`config.mk`:
```
export PLATFORM = sky130hd
export DESIGN_NAME = mic_frame_sequencer_flat
export DESIGN_NICKNAME = d
export VERILOG_FILES = /design/src/rtl/mic_frame_sequencer_pkg.sv /design/src/rtl/mic_frame_sequencer_if.sv /design/src/rtl/mic_frame_sequencer_sat_counter.sv /design/src/rtl/mic_frame_sequencer.sv /design/src/flat_wrapper.sv
export SDC_FILE = /design/constraint.sdc
export NUM_CORES = 1
export LEC_CHECK = 0
export ABC_CLOCK_PERIOD_IN_PS = 2500
export CAP_MARGIN = 20
export CORE_MARGIN = 2
export CORE_UTILIZATION = 53
export CTS_BUF_LIST = sky130_fd_sc_hd__clkbuf_8
export DETAILED_ROUTE_END_ITERATION = 7
export GPL_TIMING_DRIVEN = 0
export MAX_ROUTING_LAYER = met4
export PLACE_DENSITY = 0.79
export SLEW_MARGIN = 25
export SYNTH_ARGS = -nofsm -noshare
export SYNTH_HDL_FRONTEND = slang
export SYNTH_SLANG_ARGS = --single-unit
```
`constraint.sdc`:
```
create_clock -name clk_in -period 2.5 [get_ports clk_in]
set_input_delay 0.375 -clock clk_in [delete_from_list [all_inputs] [get_ports clk_in]]
set_output_delay 0.375 -clock clk_in [all_outputs]
set_load 0.02 [all_outputs]
```
`src/rtl/mic_frame_sequencer_pkg.sv`:
```
// Shared types and defaults for the microphone frame sequencer.
package mic_pkg;

    localparam int NUM_MICS_DEFAULT = 4;
    localparam int SAMPLE_W_DEFAULT = 24;
    localparam int OUT_W_DEFAULT    = 16;
    localparam int CNT_W_DEFAULT    = 16;

    typedef enum logic [1:0] {
        IDLE    = 2'd0,
        SYNC    = 2'd1,
        COLLECT = 2'd2
    } seq_state_t;

    // One frame at the default geometry; channel k sits in element k.
    typedef logic [NUM_MICS_DEFAULT-1:0][OUT_W_DEFAULT-1:0] mic_frame_t;

endpackage

```
`src/rtl/mic_frame_sequencer_if.sv`:
```
// Sample-stream input and frame-output handshake bundle.
// The slave view belongs to the sequencer; the master view to its neighbours.
interface mic_frame_sequencer_if
    import mic_pkg::*;
#(
    parameter int NUM_MICS = NUM_MICS_DEFAULT,
    parameter int SAMPLE_W = SAMPLE_W_DEFAULT,
    parameter int OUT_W    = OUT_W_DEFAULT
);
    localparam int CH_W = $clog2(NUM_MICS);

    logic [SAMPLE_W-1:0]       s_axis_tdata;
    logic [CH_W-1:0]           s_axis_tid;
    logic                      s_axis_tvalid;
    logic                      s_axis_tready;
    logic [NUM_MICS*OUT_W-1:0] m_frame_data;
    logic                      m_frame_valid;
    logic                      m_frame_ready;

    modport master (
        output s_axis_tdata, s_axis_tid, s_axis_tvalid, m_frame_ready,
        input  s_axis_tready, m_frame_data, m_frame_valid
    );

    modport slave (
        input  s_axis_tdata, s_axis_tid, s_axis_tvalid, m_frame_ready,
        output s_axis_tready, m_frame_data, m_frame_valid
    );

endinterface

```
`src/rtl/mic_frame_sequencer_sat_counter.sv`:
```
// Event counter that either saturates at all-ones or wraps.
module sat_counter #(
    parameter int CNT_W    = 16,
    parameter bit SATURATE = 1'b1
) (
    input  logic             clk_in,
    input  logic             rst_in,
    input  logic             inc,
    output logic [CNT_W-1:0] count
);
    localparam logic [CNT_W-1:0] CNT_MAX = '1;

    // Count one per inc; hold at the top when saturating.
    always_ff @(posedge clk_in) begin
        if (rst_in) begin
            count <= '0;
        end else if (inc && !(SATURATE && (count == CNT_MAX))) begin
            count <= count + CNT_W'(1);
        end
    end

endmodule

```
`src/rtl/mic_frame_sequencer.sv`:
```
// Gathers one sample per microphone, in channel order, into a frame and
// hands completed frames downstream under valid/ready. Out-of-order
// channels resynchronise the collector; frames that find the output
// register busy are dropped and counted.
//
//   state   | meaning
//   IDLE    | capture disabled, beats discarded
//   SYNC    | waiting for a channel 0 beat to start a frame
//   COLLECT | frame in progress, exp_ch is the next channel wanted
module mic_frame_sequencer
    import mic_pkg::*;
#(
    parameter int NUM_MICS = NUM_MICS_DEFAULT,
    parameter int SAMPLE_W = SAMPLE_W_DEFAULT,
    parameter int OUT_W    = OUT_W_DEFAULT,
    parameter int CNT_W    = CNT_W_DEFAULT
) (
    input  logic                  clk_in,
    input  logic                  rst_in,
    input  logic                  enable_in,
    mic_frame_sequencer_if.slave  bus,
    output logic                  sync_err,
    output logic [CNT_W-1:0]      drop_count,
    output logic [CNT_W-1:0]      frame_count
);
    localparam int              CH_W    = $clog2(NUM_MICS);
    localparam logic [CH_W-1:0] LAST_CH = CH_W'(NUM_MICS - 1);

    seq_state_t                     state, state_n;
    logic [CH_W-1:0]                exp_ch, exp_ch_n;
    logic [NUM_MICS-1:0][OUT_W-1:0] frame_buf;
    logic [NUM_MICS-1:0][OUT_W-1:0] frame_n;
    logic [NUM_MICS-1:0][OUT_W-1:0] out_reg;
    logic                           out_valid;
    logic                           tready_q;
    logic                           beat;
    logic                           buf_we;
    logic                           err_n;
    logic                           complete;
    logic                           handshake;
    logic                           load;
    logic                           drop;
    logic [OUT_W-1:0]               sample_cvt;

    assign beat       = bus.s_axis_tvalid & tready_q;
    assign sample_cvt = bus.s_axis_tdata[SAMPLE_W-1 -: OUT_W];

    // The truncated LSBs are deliberately ignored.
    generate
        if (SAMPLE_W > OUT_W) begin : g_lsbs
            logic unused_lsbs;
            assign unused_lsbs = ^bus.s_axis_tdata[SAMPLE_W-OUT_W-1:0];
        end
    endgenerate

    // FSM state register.
    always_ff @(posedge clk_in) begin
        if (rst_in) begin
            state  <= IDLE;
            exp_ch <= '0;
        end else begin
            state  <= state_n;
            exp_ch <= exp_ch_n;
        end
    end

    // Next-state decode: channel-order tracking and frame completion.
    always_comb begin
        state_n  = state;
        exp_ch_n = exp_ch;
        buf_we   = 1'b0;
        err_n    = 1'b0;
        complete = 1'b0;
        if (!enable_in) begin
            state_n  = IDLE;
            exp_ch_n = '0;
        end else begin
            case (state)
                IDLE: begin
                    state_n = SYNC;
                end
                SYNC: begin
                    if (beat && (bus.s_axis_tid == '0)) begin
                        buf_we   = 1'b1;
                        exp_ch_n = CH_W'(1);
                        state_n  = COLLECT;
                    end
                end
                COLLECT: begin
                    if (beat) begin
                        if (bus.s_axis_tid == exp_ch) begin
                            buf_we = 1'b1;
                            if (bus.s_axis_tid == LAST_CH) begin
                                complete = 1'b1;
                                exp_ch_n = '0;
                                state_n  = SYNC;
                            end else begin
                                exp_ch_n = exp_ch + CH_W'(1);
                            end
                        end else begin
                            err_n = 1'b1;
                            if (bus.s_axis_tid == '0) begin
                                buf_we   = 1'b1;
                                exp_ch_n = CH_W'(1);
                            end else begin
                                exp_ch_n = '0;
                                state_n  = SYNC;
                            end
                        end
                    end
                end
                default: begin
                    state_n  = IDLE;
                    exp_ch_n = '0;
                end
            endcase
        end
    end

    // Frame as it will look once the current beat is written in.
    always_comb begin
        frame_n                 = frame_buf;
        frame_n[bus.s_axis_tid] = sample_cvt;
    end

    assign handshake = out_valid & bus.m_frame_ready;
    assign load      = complete & (~out_valid | bus.m_frame_ready);
    assign drop      = complete & out_valid & ~bus.m_frame_ready;

    // Frame buffer, output register and the error pulse.
    always_ff @(posedge clk_in) begin
        if (rst_in) begin
            tready_q  <= 1'b0;
            frame_buf <= '0;
            out_reg   <= '0;
            out_valid <= 1'b0;
            sync_err  <= 1'b0;
        end else begin
            tready_q <= 1'b1;
            sync_err <= err_n;
            if (buf_we) begin
                frame_buf <= frame_n;
            end
            if (load) begin
                out_reg   <= frame_n;
                out_valid <= 1'b1;
            end else if (handshake) begin
                out_valid <= 1'b0;
            end
        end
    end

    assign bus.s_axis_tready = tready_q;
    assign bus.m_frame_data  = out_reg;
    assign bus.m_frame_valid = out_valid;

    sat_counter #(.CNT_W(CNT_W), .SATURATE(1'b1)) u_drop_cnt (
        .clk_in (clk_in),
        .rst_in (rst_in),
        .inc    (drop),
        .count  (drop_count)
    );

    sat_counter #(.CNT_W(CNT_W), .SATURATE(1'b0)) u_frame_cnt (
        .clk_in (clk_in),
        .rst_in (rst_in),
        .inc    (handshake),
        .count  (frame_count)
    );

endmodule

```
`src/flat_wrapper.sv`:
```
// flat-port wrapper written by rule: the top's interface ports become plain ports
module mic_frame_sequencer_flat import mic_pkg::*;
#(
    parameter int NUM_MICS = NUM_MICS_DEFAULT,
    parameter int SAMPLE_W = SAMPLE_W_DEFAULT,
    parameter int OUT_W    = OUT_W_DEFAULT,
    parameter int CNT_W    = CNT_W_DEFAULT
)
  (clk_in, rst_in, enable_in, sync_err, drop_count, frame_count, bus_s_axis_tdata, bus_s_axis_tid, bus_s_axis_tvalid, bus_m_frame_ready, bus_s_axis_tready, bus_m_frame_data, bus_m_frame_valid);
  mic_frame_sequencer_if #(.NUM_MICS(NUM_MICS), .SAMPLE_W(SAMPLE_W), .OUT_W(OUT_W)) bus_i ();
  input  logic clk_in;
  input  logic rst_in;
  input  logic enable_in;
  output logic sync_err;
  output logic [CNT_W-1:0] drop_count;
  output logic [CNT_W-1:0] frame_count;
  input wire logic [$bits(bus_i.s_axis_tdata)-1:0] bus_s_axis_tdata;
  input wire logic [$bits(bus_i.s_axis_tid)-1:0] bus_s_axis_tid;
  input wire logic [$bits(bus_i.s_axis_tvalid)-1:0] bus_s_axis_tvalid;
  input wire logic [$bits(bus_i.m_frame_ready)-1:0] bus_m_frame_ready;
  output wire logic [$bits(bus_i.s_axis_tready)-1:0] bus_s_axis_tready;
  output wire logic [$bits(bus_i.m_frame_data)-1:0] bus_m_frame_data;
  output wire logic [$bits(bus_i.m_frame_valid)-1:0] bus_m_frame_valid;
  assign bus_i.s_axis_tdata = bus_s_axis_tdata;
  assign bus_i.s_axis_tid = bus_s_axis_tid;
  assign bus_i.s_axis_tvalid = bus_s_axis_tvalid;
  assign bus_i.m_frame_ready = bus_m_frame_ready;
  assign bus_s_axis_tready = bus_i.s_axis_tready;
  assign bus_m_frame_data = bus_i.m_frame_data;
  assign bus_m_frame_valid = bus_i.m_frame_valid;
  mic_frame_sequencer #(.NUM_MICS(NUM_MICS), .SAMPLE_W(SAMPLE_W), .OUT_W(OUT_W), .CNT_W(CNT_W)) u_core (.clk_in(clk_in), .rst_in(rst_in), .enable_in(enable_in), .bus(bus_i), .sync_err(sync_err), .drop_count(drop_count), .frame_count(frame_count));
endmodule
```
==> out/qor.txt, run 1 <==
DR WL/cell: 16.2 µm
number of port buffers: 102
LEAKAGE: 2.72 nW
final hold slack: 0.293 ns
worst-margin pin slew: 0.864 ns
Max Clock Freq: 432 MHz
drt pass-1 iters: 5
Synth Register Bits: 151
Final Setup Violations: 0
internal power: 3.84 mW
CP endpoint kind: flip-flop
Die H: 115 µm
ratio of cells with drive above 1 in the final layout: 9.13%
synth warn: 0
Gate power share: 4.2%
post-synthesis net count: 791
Psw: 1.06 mW
adder-cell share of the synthesized area: 1.16%
run status: finished, final reports clean
Tightest Hold Check Type: input pin to flip-flop
Synth top area share: 46.6%
Crit path required time: 2.84 ns
Post-DRT Antenna Nets: 0
Final WS setup: 0.184 ns
Post-CTS Setup Bufs: 0
worst vdd ir: 0.329 mV
first-pass GRT wire length: 26800 µm
CP Max Fanout: 10
hold path startpoint: bus_s_axis_tdata[9]
Worst Setup SP: u_core.state[0]
Top FF cell, synth: dfxtp_1
fin crit share: 92.7%
DP Worst Slack: -0.0343 ns
Seq pwr share: 49.1%
max-cap violation count: 0
Fill cells: 970
Layout Nets: 912
die width: 115 µm
largest net degree at the start of global routing: 17
syn_area_per_cell: 8.61 µm²
Syn Inst Count: 754
P&R area growth vs syn: 26.4%
Crit Path Class: flip-flop to flip-flop
startpoint types: flip-flop
Rel. slew slack: 41.9%
Initial Utilization: 54.2%
core region area: 12000 µm²
I/O pins: 130
buffer and inverter count on the worst path: 2
xor and xnor area share after synthesis: 4.03%
delay-heaviest family, CP: simple AND/OR/NAND/NOR gates
Fin Clk Skew: 0.0134 ns
CTS root buf: clkbuf_8
Slowest cell on crit path: or4_4
time the worst path needs with I/O delays and setup: 2.32 ns
Final Hold Fails: 0
fin util: 68.6%
Clock power frac: 46.7%
simple-gate portion of the synthesized area: 21.7%
max-slew violations: 0
vias in the first global route: 5422
critical path, cell by cell: inv_1, ha_1, buf_4, nand4_1, or4_4, nor3_1, and3_1, mux2_2
post-CTS resize count: 0
fin cells: 1034
Switching Fraction: 21.7%
DR iter-0 viols: 352
Diodes inserted: 0
slowest cell delay on critical path: 0.52 ns
Area contributors post-synth: dfxtp_1, mux2i_1, nand2_1
clock sinks: 151
CTS Buffer Depth: 2
Cell Area, Synth: 6490 µm²
HPWL Detailed: 12100 µm
drt drc: 0
row cnt: 40
Cell Pwr Density: 598 nW/µm²
Worst Path Arrival: 2.66 ns
CTS buffer count: 17
clk slew on worst S/H paths: 0.08 ns
initial antenna violation count: 0
routability congestion estimate: 0.853
worst skew pair latency: 0.45 ns
GR Util All Layers: 26.8%
vias after detailed routing: 5769
register area share after synthesis: 46.6%
multiplexer share of the synthesized area: 7.73%
largest family of logic cells by synthesized area: simple AND/OR/NAND/NOR gates
routed wire length: 16700 µm
CTS tree: built
gr ovfl total: 0
die area: 13100 µm²
library cells used by synthesis: 44
mean number of vias per cell: 5.58
EDFF count, synth: 0
Synth area leader: dfxtp_1
Async S/R FF share, synth: 0%
Crit Reg-Reg Startpoint: u_core.state[0]
H-tree depth: 4
placed cell count: 1003
Compound-Gate Fraction of Synth Area: 12.9%
RSZ-0062 raised after global routing: true
Hold-fix buffers, CTS: 0
-- worst reg2reg max path, delay by kind of cell, from the launching register on --
family                     cells  cell delay (ns)
DFF                            1             0.34
buffers and inverters          2             0.26
adders and majority gates      1             0.15
muxes                          1             0.33
and+or+nand+nor                4             1.12
-- cell usage after synthesis, types with 2 or more instances --
cell and instances:
a211oi_1 34, a21oi_1 58, a311oi_1 17, and3_1 6, and4_1 3, buf_2 17
buf_4 7, buf_6 6, clkbuf_1 41, dfxtp_1 151, ha_1 6, inv_1 6
mux2i_1 49, nand2_1 127, nand2b_1 7, nand3_1 14, nand4_1 10, nand4b_1 2
nor2_1 104, nor2_2 2, nor2b_1 5, nor3_1 4, nor3_2 6, nor4_1 6
o21ai_0 19, or3_1 2, or4_4 2, xnor2_1 16, xor2_1 12
-- registers in the layout, summed over array words and instances (netlist names) --
signal and count:
u_core.bus.m_frame_data 64, u_core.u_frame_cnt.count 16, u_core.u_drop_cnt.count 16, u_core.exp_ch 2, u_core.state 2, u_core.frame_buf 48
u_core.bus.m_frame_valid 1, u_core.sync_err 1, u_core.bus.s_axis_tready 1
-- layer usage --
metal | global-route usage [%] | share of wire [%] | wire (µm) | up-vias
met2 | 42.3 | 48 | 8060 | 240
met5 | - | 0 | 0 | -
met3 | 5.08 | 6.4 | 1070 | 31
li1 | - | - | - | 2813
met1 | 33.6 | 43 | 7230 | 2685
met4 | 11.4 | 2.2 | 361 | 0
-- area by class of cell --
| type | count | area (µm²) | area share (%) |
|---|---|---|---|
| buffer | 71 | 372 | 4.53 |
| tap | 147 | 184 | 2.24 |
| timing repair buffer | 102 | 1020 | 12.4 |
| clock inverter | 14 | 255 | 3.11 |
| sequential | 151 | 3020 | 36.9 |
| inverter | 6 | 22.5 | 0.275 |
| multi-input combinational | 526 | 3090 | 37.7 |
| clock buffer | 17 | 234 | 2.85 |
-- cells in the final DEF, fill, tap and decap left out, drive strengths merged, types with 14 or more instances in the layout --
cell	n
a211oi	34
a21oi	58
a311oi	17
buf	27
clkbuf	61
clkdlybuf4s50	102
dfxtp	151
mux2i	49
nand2	128
nand3	14
nor2	107
o21ai	19
xnor2	16
-- final timing paths --
kind	endpoint	slack, ns	cells after the start
worst max-delay path	u_core.u_drop_cnt.count[15]	0.18	8
worst min-delay path	u_core.bus.m_frame_data[49]	0.29	3
worst max register to register	u_core.u_drop_cnt.count[15]	0.18	8
worst min register to register	u_core.bus.m_frame_data[57]	0.46	2
-- per-stage QoR --
stage               TNS [ns]  power (mW)  cell area (µm²)
finish                     0        4.90             8200
global route        -0.00857        5.05             8200
CTS                        0        4.92             8180
detailed placement   -0.0343        2.67             7690
global placement     -0.0232        2.66             7690
floorplan                  0        2.60             6490
-- power groups by stage --
stage	sequential [mW]	clock [mW]	combinational [mW]
finish	2.41	2.29	0.207
CTS	2.41	2.31	0.204
floorplan	2.46	0	0.136
global route	2.41	2.42	0.223
global placement	2.46	0	0.198
detailed placement	2.46	0	0.202
-- logic make-up after synthesis --
logic type,Yosys count
muxes,50
and+or+nand+nor,307
DFF,151
AOI/OAI and AO/OA,134
adders and majority gates,6
buffers and inverters,77
xor gates and xnor gates,29
No activity file was read; power rests on OpenSTA's default activity.
==> run 2: changes to the inputs <==
--- a/config.mk
+++ b/config.mk
@@ -5,15 +5,17 @@
 export SDC_FILE = /design/constraint.sdc
 export NUM_CORES = 1
 export LEC_CHECK = 0
+export ABC_AREA = 1
 export ABC_CLOCK_PERIOD_IN_PS = 2500
 export CAP_MARGIN = 20
 export CORE_MARGIN = 2
-export CORE_UTILIZATION = 53
+export CORE_UTILIZATION = 56
 export CTS_BUF_LIST = sky130_fd_sc_hd__clkbuf_8
 export DETAILED_ROUTE_END_ITERATION = 7
 export GPL_TIMING_DRIVEN = 0
 export MAX_ROUTING_LAYER = met4
-export PLACE_DENSITY = 0.79
+export PLACE_DENSITY = 0.8
+export REMOVE_ABC_BUFFERS = 1
 export SLEW_MARGIN = 25
 export SYNTH_ARGS = -nofsm -noshare
 export SYNTH_HDL_FRONTEND = slang
==> out/qor.txt, run 2 <==
register area share after synthesis: 41.2%
Crit path required time: 2.86 ns
worst reg2reg setup slack: 0.37 ns
Worst Path Arrival: 2.67 ns
I/O pins: 130
number of port buffers: 121
met2 WL post-DR: 8150 µm
Diodes inserted: 0
worst-margin pin slew: 0.851 ns
Final WS setup: 0.187 ns
Layout Nets: 1348
drt pass-1 iters: 5
clock sinks: 167
ratio of cells with drive above 1 in the final layout: 5.06%
routability congestion estimate: 0.866
stages on the worst setup path: 11
H-tree depth: 4
Crit Path Class: input pin to flip-flop
row cnt: 44
critical path, cell by cell: clkdlybuf4s50_1, nand2_1, nand2_1, nand2_2, nand2_1, nand2_1, nand2_8, buf_12, nand3_1, nand2_1, nor2_1
total power: 5.13 mW
Hold-fix buffers, CTS: 0
synth warn: 0
Top FF cell, synth: dfxtp_1
Area contributors post-synth: dfxtp_1, inv_1, a21oi_1
Max Clock Freq: 432 MHz
DP Worst Slack: -0.716 ns
CTS Buffer Depth: 2
P&R area growth vs syn: 20.4%
worst vdd ir: 0.332 mV
RR Endpoint: u_core.bus.m_frame_data[61]
most numerous cell in the Yosys netlist: inv_1
Die H: 124 µm
placed cell count: 1473
vias after detailed routing: 7555
fin cells: 1507
worst reg2reg path depth: 9
initial antenna violation count: 0
syn_area_per_cell: 6.57 µm²
DR WL/cell: 11.9 µm
multi-input logic area: 3520 µm²
Tightest Hold Check Type: flip-flop to flip-flop
buffer and inverter count on the worst path: 2
Cell Pwr Density: 524 nW/µm²
commonest non-fill, non-tap cell in the layout: inv_1
die area: 15500 µm²
core region area: 14400 µm²
Final Hold Fails: 0
worst skew pair latency: 0.47 ns
routed wire length: 18000 µm
Cell Area, Synth: 8120 µm²
slowest cell delay on critical path: 0.76 ns
Post-synth top cells: inv_1, nand2_1, dfxtp_1
area post-placement: 9330 µm²
Fin Setup TNS: 0 ns
CTS tree: built
largest net degree at the start of global routing: 110
uppermost layer routed: met4
die width: 124 µm
fin crit share: 92.5%
RSZ-0062 raised after global routing: false
Synth Register Bits: 167
CP endpoint kind: flip-flop
Synth area leader: dfxtp_1
Worst Setup SP: bus_s_axis_tid[1]
GR Util All Layers: 24.2%
max-cap violation count: 0
gr ovfl total: 0
HPWL Detailed: 10900 µm
Synth top area share: 41.2%
fin area: 9780 µm²
drt drc: 0
Async S/R FF share, synth: 0%
hold path cells: 2
LEAKAGE: 4.25 nW
commonest non-fill, non-tap cells in the layout: inv_1, nand2_1, dfxtp_1
first-pass GRT wire length: 30800 µm
Rel. slew slack: 43.2%
Post-DRT Antenna Nets: 0
max-slew violations: 0
startpoint types: input pin
crit path capture: u_core.frame_buf[33]
time the worst path needs with I/O delays and setup: 2.31 ns
Fill cells: 1271
Post-Route M1 WL: 8590 µm
Crit Reg-Reg Startpoint: u_core.state[0]
most numerous cell on the critical path: nand2_1
CP Max Fanout: 68
run status: finished, final reports clean
DR iter-0 viols: 680
Fin Clk Skew: 0.0124 ns
CTS buffer count: 17
vias in the first global route: 6720
EDFF count, synth: 0
Slowest cell on crit path: clkdlybuf4s50_1
Met3 Wirelength: 992 µm
Register Area: 3340 µm²
Syn Inst Count: 1236
CTS root buf: clkbuf_8
mean number of vias per cell: 5.01
clk slew on worst S/H paths: 0.08 ns
library cells used by synthesis: 26
Final Setup Violations: 0
delay-heaviest family, CP: simple AND/OR/NAND/NOR gates
Initial Utilization: 56.5%
[run 2: cell families (layout without fill, tap and decap cells)]
family                     after synthesis  after routing  synth area share (%)
AOI/OAI and AO/OA                      295            295                  18.3
adders and majority gates                6              6                 0.925
buffers and inverters                  317            403                  16.1
DFF                                    167            167                  41.2
and+or+nand+nor                        451            452                  23.5
[run 2: layout make-up]
cell class,instances,share of cell area (%)
timing repair buffer,128,13.8
multi-input combinational,753,36.0
tap,184,2.35
sequential,167,34.2
inverter,244,9.47
clock buffer,20,2.82
clock inverter,11,1.36
[run 2: layer usage]
metal,vias up,GRT usage (%)
li1,4015,-
met1,3338,31.4
met2,186,38.2
met3,16,5.15
met4,0,7.40
met5,-,-
[run 2: report_power, final]
part           switching (mW)  internal [mW]
sequential            0.00769           2.67
combinational           0.307          0.144
clock                   0.952           1.05
total                    1.27           3.86
[run 2: worst min-delay path by stage]
| stage | from | to | slack [ns] |
|---|---|---|---|
| after floorplan | u_core.frame_buf[48] | u_core.frame_buf[48] | 0.44 |
| after global placement | u_core.bus.m_frame_data[63] | u_core.bus.m_frame_data[63] | 0.43 |
| after detailed placement | u_core.bus.m_frame_data[10] | u_core.bus.m_frame_data[10] | 0.44 |
| after CTS | u_core.bus.m_frame_data[47] | u_core.bus.m_frame_data[47] | 0.45 |
| after global routing | u_core.bus.m_frame_data[37] | u_core.bus.m_frame_data[37] | 0.46 |
| final | u_core.bus.m_frame_data[37] | u_core.bus.m_frame_data[37] | 0.45 |
[run 2: what timing repair did]
item | CTS | global route
endpoints found under the setup margin | 31 | 33
cloned | 1 | 0
setup buffers | 0 | 2
pin swaps | 1 | 1
resized for setup | 1 | 1
[run 2: metrics by stage]
step / hold slack (ns) / utilization [%]
after global routing: 0.461 / 68.0
final: 0.446 / 68.0
after CTS: 0.448 / 67.9
after global placement: 0.432 / 63.8
after detailed placement: 0.436 / 65.0
after floorplan: 0.444 / -
[run 2: tightest hold or removal path: stages, from the launching register on]
cell     delay (ns)
dfxtp_1        0.31
inv_1          0.04
a21oi_1        0.05
